--- src/rtl/uart_rx.sv ---
// 8N1 UART receiver with a 2-flop input synchronizer and mid-bit sampling.
// Framing errors hold off re-arming until the line returns high.
module uart_rx #(
    parameter int unsigned CLKS_PER_BIT = 16
) (
    input  logic       i_clk,
    input  logic       i_rst,
    input  logic       i_rx,
    output logic [7:0] o_data_byte,
    output logic       o_data_valid,
    output logic       o_active,
    output logic       o_frame_err
);

    localparam int unsigned CNT_W = (CLKS_PER_BIT > 1) ? $clog2(CLKS_PER_BIT) : 1;
    localparam logic [CNT_W-1:0] CNT_LAST = CNT_W'(CLKS_PER_BIT - 1);
    localparam logic [CNT_W-1:0] CNT_HALF = CNT_W'(CLKS_PER_BIT / 2 - 1);

    typedef enum logic [2:0] {
        StIdle,
        StStart,
        StData,
        StStop,
        StWaitHigh
    } state_e;

    state_e           r_state;
    logic [CNT_W-1:0] r_cnt;
    logic [2:0]       r_bit_idx;
    logic [7:0]       r_shift;
    logic             r_rx_meta;
    logic             r_rx_s;
    logic [7:0]       r_data_byte;
    logic             r_data_valid;
    logic             r_active;
    logic             r_frame_err;

    always_ff @(posedge i_clk or posedge i_rst) begin
        if (i_rst) begin
            r_rx_meta <= 1'b1;
            r_rx_s    <= 1'b1;
        end else begin
            r_rx_meta <= i_rx;
            r_rx_s    <= r_rx_meta;
        end
    end

    always_ff @(posedge i_clk or posedge i_rst) begin
        if (i_rst) begin
            r_state      <= StIdle;
            r_cnt        <= '0;
            r_bit_idx    <= 3'd0;
            r_shift      <= 8'h00;
            r_data_byte  <= 8'h00;
            r_data_valid <= 1'b0;
            r_active     <= 1'b0;
            r_frame_err  <= 1'b0;
        end else begin
            r_data_valid <= 1'b0;
            r_frame_err  <= 1'b0;
            case (r_state)
                StIdle: begin
                    r_cnt     <= '0;
                    r_bit_idx <= 3'd0;
                    if (!r_rx_s) begin
                        r_state  <= StStart;
                        r_active <= 1'b1;
                    end else begin
                        r_active <= 1'b0;
                    end
                end
                StStart: begin
                    if (r_cnt == CNT_HALF) begin
                        r_cnt <= '0;
                        if (!r_rx_s) begin
                            r_state <= StData;
                        end else begin
                            // Start bit did not hold to mid-bit: treat as a glitch.
                            r_state  <= StIdle;
                            r_active <= 1'b0;
                        end
                    end else begin
                        r_cnt <= r_cnt + 1'b1;
                    end
                end
                StData: begin
                    if (r_cnt == CNT_LAST) begin
                        r_cnt              <= '0;
                        r_shift[r_bit_idx] <= r_rx_s;
                        r_bit_idx          <= r_bit_idx + 3'd1;
                        if (r_bit_idx == 3'd7) begin
                            r_state <= StStop;
                        end
                    end else begin
                        r_cnt <= r_cnt + 1'b1;
                    end
                end
                StStop: begin
                    if (r_cnt == CNT_LAST) begin
                        r_cnt <= '0;
                        if (r_rx_s) begin
                            r_data_byte  <= r_shift;
                            r_data_valid <= 1'b1;
                            r_state      <= StIdle;
                            r_active     <= 1'b0;
                        end else begin
                            r_frame_err <= 1'b1;
                            r_state     <= StWaitHigh;
                        end
                    end else begin
                        r_cnt <= r_cnt + 1'b1;
                    end
                end
                StWaitHigh: begin
                    r_cnt <= '0;
                    if (r_rx_s) begin
                        r_state  <= StIdle;
                        r_active <= 1'b0;
                    end
                end
                default: begin
                    r_state  <= StIdle;
                    r_active <= 1'b0;
                end
            endcase
        end
    end

    assign o_data_byte  = r_data_byte;
    assign o_data_valid = r_data_valid;
    assign o_active     = r_active;
    assign o_frame_err  = r_frame_err;

endmodule
--- config.mk ---
export PLATFORM = sky130hd
export DESIGN_NAME = uart_rx
export DESIGN_NICKNAME = d
export VERILOG_FILES = /design/src/rtl/uart_rx.sv
export SDC_FILE = /design/constraint.sdc
export NUM_CORES = 1
export LEC_CHECK = 0
export CORE_MARGIN = 2
export CORE_UTILIZATION = 51
export DETAILED_ROUTE_END_ITERATION = 8
export HOLD_SLACK_MARGIN = 0.06
export PLACE_DENSITY = 0.73
export SETUP_SLACK_MARGIN = 0.02
export SYNTH_ARGS = -nofsm -noshare
export SYNTH_HDL_FRONTEND = slang
export SYNTH_SLANG_ARGS = --single-unit
--- constraint.sdc ---
create_clock -name i_clk -period 3.9 [get_ports i_clk]
set_input_delay 0.78 -clock i_clk [delete_from_list [all_inputs] [get_ports i_clk]]
set_output_delay 0.78 -clock i_clk [all_outputs]
set_load 0.005 [all_outputs]
==> results of run 1 <==
[worst paths after layout]
| check | cells after the start | to | startpoint |
|---|---|---|---|
| max | 1 | o_active | o_active$_DFFE_PP0P_ |
| min | 0 | r_rx_s$_DFF_PP1_ | r_rx_meta$_DFF_PP1_ |
| max reg2reg | 4 | o_data_byte[7]$_DFFE_PP0P_ | r_cnt[0]$_DFFE_PP0P_ |
| min reg2reg | 0 | r_rx_s$_DFF_PP1_ | r_rx_meta$_DFF_PP1_ |
| max in group asynchronous | 2 | o_data_byte[5]$_DFFE_PP0P_ | i_rst |
| min in group asynchronous | 2 | r_cnt[1]$_DFFE_PP0P_ | i_rst |
[sequential cells by signal, summed over array words and instances (netlist names)]
signal and flops:
o_data_valid 1, r_rx_s 1, o_active 1, r_rx_meta 1, o_data_byte 8, r_cnt 4
r_bit_idx 3, r_state 3, o_frame_err 1, r_shift 8
[final cells by class]
cell class	count	area share, %
inverter	5	1.16
tap	31	2.39
timing repair buffer	13	8.03
multi-input combinational	72	35.1
clock inverter	2	2.16
sequential	31	48.0
clock buffer	6	3.17
[per-layer routing]
metal,wire (um),global-route usage [%]
met5,0,0
met4,64,9.18
met3,117,7.60
met2,1110,26.1
met1,1060,23.5
[cells in the mapped netlist]
cell type / instances
dfrtp_1: 29
mux2_2: 16
nand3_1: 10
nor2_1: 7
inv_1: 5
o21ai_0: 4
a22o_1: 3
ha_1: 3
nand2_1: 3
nor2b_1: 3
a21oi_1: 2
a41oi_1: 2
buf_4: 2
clkbuf_1: 2
dfstp_2: 2
nand4_1: 2
a211oi_1: 1
a221oi_1: 1
a22oi_1: 1
a311oi_1: 1
and2_1: 1
and3_1: 1
and4_1: 1
and4bb_2: 1
buf_1: 1
buf_2: 1
buf_6: 1
maj3_1: 1
mux2i_1: 1
nand3b_1: 1
nand4_4: 1
nor3_2: 1
o2bb2ai_1: 1
or3_1: 1
xnor2_1: 1
xor2_1: 1
[cells by family (layout without fill, tap and decap cells)]
kind of cell / count (synthesis) / in the layout / share of synthesized area [%]
AND/OR/NAND/NOR: 33 / 33 / 14.0
flip-flops: 31 / 31 / 55.3
multiplexers: 17 / 17 / 13.5
AO/OA/AOI/OAI: 16 / 16 / 8.18
buffers and inverters: 12 / 26 / 4.35
adder cells (fa/ha/maj): 4 / 4 / 3.38
XOR/XNOR: 2 / 2 / 1.24
[report_power, final]
group          total (mW)  internal [mW]  switching, mW  leakage (nW)
combinational       0.178         0.0884         0.0892         0.304
sequential          0.449          0.368         0.0805         0.407
clock               0.264          0.151          0.113        0.0482
total               0.891          0.608          0.283         0.759
==> flow_summary.ini, run 1 <==
[logic_synthesis]
synth.net_count = 121
synthCells = 115
synth_area_leaders = dfrtp_1, mux2_2, dfstp_2
avgSynthCellArea_um2 = 12.2
synth.cell_area_um2 = 1410
yosysSeqAreaShare_pct = 55.3
ys_types = 36
yosysTopAreaCell = dfrtp_1
yosysWarnings = 0
synth_top_area_share_pct = 51.6
synth-seq-cells = 31

[power]
power_uw = 891
p_leak_nw = 0.760
vdd_drop_max_uv = 437
power.density_nw_per_um2 = 550

[cells_and_area]
final_util_pct = 60.3
multiInputGateArea_um2 = 568
fin_area_um2 = 1620
ff_latch_area_um2 = 778
diodes = 0
mostFrequentLayoutCell = dfrtp_1
fillerInstances = 220
fin_nets = 134
stdcell_count = 160
mostFrequentLayoutCells = dfrtp_1, mux2_2, clkdlybuf4s50_1
drive_gt1_share_pct = 22.5
area_growth_pct = 15.1

[clock_network]
post_cts_buffers = 0
cts.sinks = 31
cts_buffer_depth = 2
path_clk_slew_ns = 0.10
cts_buffers = 5
root_buffer = clkbuf_4
cts_resized = 0
clkLatencyLatePin_ns = 0.34
cts_tree = done
h-tree-depth = 2
cts_hold_buffers = 0

[die]
ioPinCount = 14
core_um2 = 2690
row_count = 19
initial_utilization_pct = 52.4
fp.dieW_um = 56.5
die_y_um = 56.5
die_area_um2 = 3200

[worst_setup_path]
endpoint_kind = output port
arrival_ns = 1.23
critPathMaxStageDelay_ns = 0.51
reg2reg_slack_ns = 2.02
critical_path_class = flop to output port
critPathLaunchType = flop
crit_family = buffers and inverters
worstPathRequired_ns = 3.12
path_cells = clkdlybuf4s50_1
cp_num_buf_inv = 1
crit_path_top_delay_cell = clkdlybuf4s50_1
critPathMaxFanout = 3

[timing]
max_slew_margin_pct = 27.5
max_freq_ghz = 0.498
whs_ns = 0.361
worst_slew_pin_slew_ns = 1.09
layout_min_cycle_time_ns = 2.01
skew_ns = 0.00892
fin_crit_sh_pct = 51.5
hold_viol = 0
slew_violations = 0
finalSetupTns_ns = 0
rsz0062_at_grt = false
fin_ws_ns = 1.89
setup_viol = 0

[placed_design]
io_buffers = 13
hpwl_mm = 1.60
place_area_um2 = 1530
gp_congestion = 0.826
place_ws_ns = 1.77
placed_cells = 152

[global_route]
grt_usage_pct = 18.2
grt_antenna_before_repair = 0
grt_overflow = 0
grt_pass1_vias = 925
grt_max_degree = 32
grt_pass1_wl_mm = 4.28

[flow_run]
maxCapViolCount = 0

[drt]
wl_per_cell_um = 14.7
vias_per_cell = 5.79
routed_wl_mm = 2.35
vias = 926
initialDrtViolationCount = 24
drcViolationCount = 0
dr.pass1.iters = 4
antenna_left = 0

[hold_path]
hold_path_class = flop to flop

[run_status]
status = finished, final reports clean
Power figures use the tool's default switching activity.
==> run 2, diff against run 1 <==
Settings changed: CORE_UTILIZATION 51 to 49.
Clock period 3.9 ns to 1.8 ns, I/O delays scaled along.
==> flow_summary.ini, run 2 (synthesized netlist as in run 1, its figures left out) <==
[clock_network]
root_buffer = clkbuf_4
cts_hold_buffers = 0
path_clk_slew_ns = 0.09
cts_buffers = 5
cts.sinks = 31
clkLatencyLatePin_ns = 0.32
cts_buffer_depth = 2
cts_tree = done
h-tree-depth = 2

[hold_path]
min_path_cells = 0
hp-start = r_rx_meta$_DFF_PP1_
min_to = r_rx_s$_DFF_PP1_
hold_path_class = flop to flop

[global_route]
grt_usage_pct = 17.9
grt_pass1_wl_mm = 4.44
grt_pass1_vias = 973
grt_antenna_before_repair = 0
grt_max_degree = 32
grt_overflow = 0

[worst_setup_path]
path_cells = ha_1 > and4_2 > nand4_4 > mux2_2
reg2reg_from = r_cnt[0]$_DFFE_PP0P_
crit_path_top_delay_cell = dfrtp_1
cp_num_buf_inv = 0
reg2reg_slack_ns = 0.16
critPathMaxFanout = 10
critical_path_class = flop to flop
crit_family = simple AND/OR/NAND/NOR gates
regToRegEndpoint = o_data_byte[1]$_DFFE_PP0P_
critPathLaunchType = flop
worstPathRequired_ns = 2.00
critPathMaxStageDelay_ns = 0.41
crit_cells = 4
arrival_ns = 1.84
endpoint_kind = flop
r2r_cells = 4

[cells_and_area]
area_growth_pct = 16.0
drive_gt1_share_pct = 25.4
fillerInstances = 219
fin_nets = 139
mostFrequentLayoutCells = dfrtp_1, mux2_2, clkdlybuf4s50_1
mostFrequentLayoutCell = dfrtp_1
diodes = 0

[timing]
worst_slew_pin_slew_ns = 0.375
slew_violations = 0
rsz0062_at_grt = false
hold_viol = 0
fin_crit_sh_pct = 91.2
finalSetupTns_ns = 0
setup_viol = 0
skew_ns = 0.0105
layout_min_cycle_time_ns = 1.64
whs_ns = 0.359
max_freq_ghz = 0.609
max_slew_margin_pct = 75.0

[drt]
wl_per_cell_um = 15.5
vias_per_cell = 5.72
antenna_left = 0
dr.pass1.iters = 4
vias = 944
routed_wl_mm = 2.55
initialDrtViolationCount = 25
drcViolationCount = 0

[die]
die_y_um = 57.6
die_area_um2 = 3320
core_um2 = 2730
ioPinCount = 14
row_count = 19
initial_utilization_pct = 51.5
fp.dieW_um = 57.6

[power]
power.density_nw_per_um2 = 1140
p_leak_nw = 0.771
vdd_drop_max_uv = 883

[flow_run]
maxCapViolCount = 0

[placed_design]
io_buffers = 13
gp_congestion = 0.872
hpwl_mm = 1.76

[run_status]
status = finished, final reports clean
## run 2: cell count changes in the layout (fill, tap and decap cells not counted)
cell | previous run | this run
buf_4 | 0 | 5
and4_1 | 1 | 0
and4_2 | 0 | 1
bufinv_16 | 1 | 0
clkbuf_1 | 0 | 1
o21ai_0 | 4 | 3
o21ai_1 | 0 | 1
## run 2: layout make-up
type	instances	area, um^2	area share, %
Clock buffer	7	55.1	3.37
Sequential cell	31	778	47.7
Inverter	5	18.8	1.15
Tap cell	31	38.8	2.38
Timing Repair Buffer	18	168	10.3
Multi-Input combinational cell	72	569	34.9
Clock inverter	1	5.00	0.307
## run 2: how the worst max path moves through the flow
stage	slack, ns	from	endpoint
after floorplan	0.21	r_cnt[0]$_DFFE_PP0P_	o_data_byte[0]$_DFFE_PP0P_
after global placement	0.17	r_cnt[0]$_DFFE_PP0P_	o_data_byte[2]$_DFFE_PP0P_
after detailed placement	0.09	r_cnt[0]$_DFFE_PP0P_	o_data_byte[1]$_DFFE_PP0P_
after CTS	0.05	r_cnt[0]$_DFFE_PP0P_	o_data_byte[1]$_DFFE_PP0P_
after global routing	0.09	r_cnt[1]$_DFFE_PP0P_	o_data_byte[1]$_DFFE_PP0P_
final	0.16	r_cnt[0]$_DFFE_PP0P_	o_data_byte[1]$_DFFE_PP0P_
## run 2: metal layers
metal | wire length, um | global-route usage, % | share of wire (%)
met2 | 1250 | 26.3 | 49
met1 | 1180 | 24.3 | 46
met5 | 0 | 0 | 0
met3 | 94 | 6.58 | 3.7
met4 | 19 | 6.98 | 0.74
## run 2: power breakdown
part	internal [mW]	leakage [nW]	switching, mW
sequential	0.799	0.407	0.103
clock	0.189	0.0353	0.224
combinational	0.248	0.328	0.291
total	1.24	0.771	0.618
## run 2: stage by stage
stage / cells / cell area [um^2] / utilization, % / worst slack [ns] / total power, mW
2_1_floorplan: 115 / 1410 / - / 0.210 / 1.29
3_3_place_gp: 157 / 1570 / 57.5 / 0.171 / 1.42
3_5_place_dp: 157 / 1570 / 57.5 / 0.0888 / 1.45
4_1_cts: 165 / 1630 / 59.7 / 0.0507 / 1.87
5_1_grt: 165 / 1630 / 59.7 / 0.0866 / 1.98
6_report: 165 / 1630 / 59.7 / 0.158 / 1.85
## run 2: repair_timing
action / CTS / global route
gates resized for setup: 0 / 2
setup endpoints to repair: 0 / 7
buffers inserted: 0 / 0
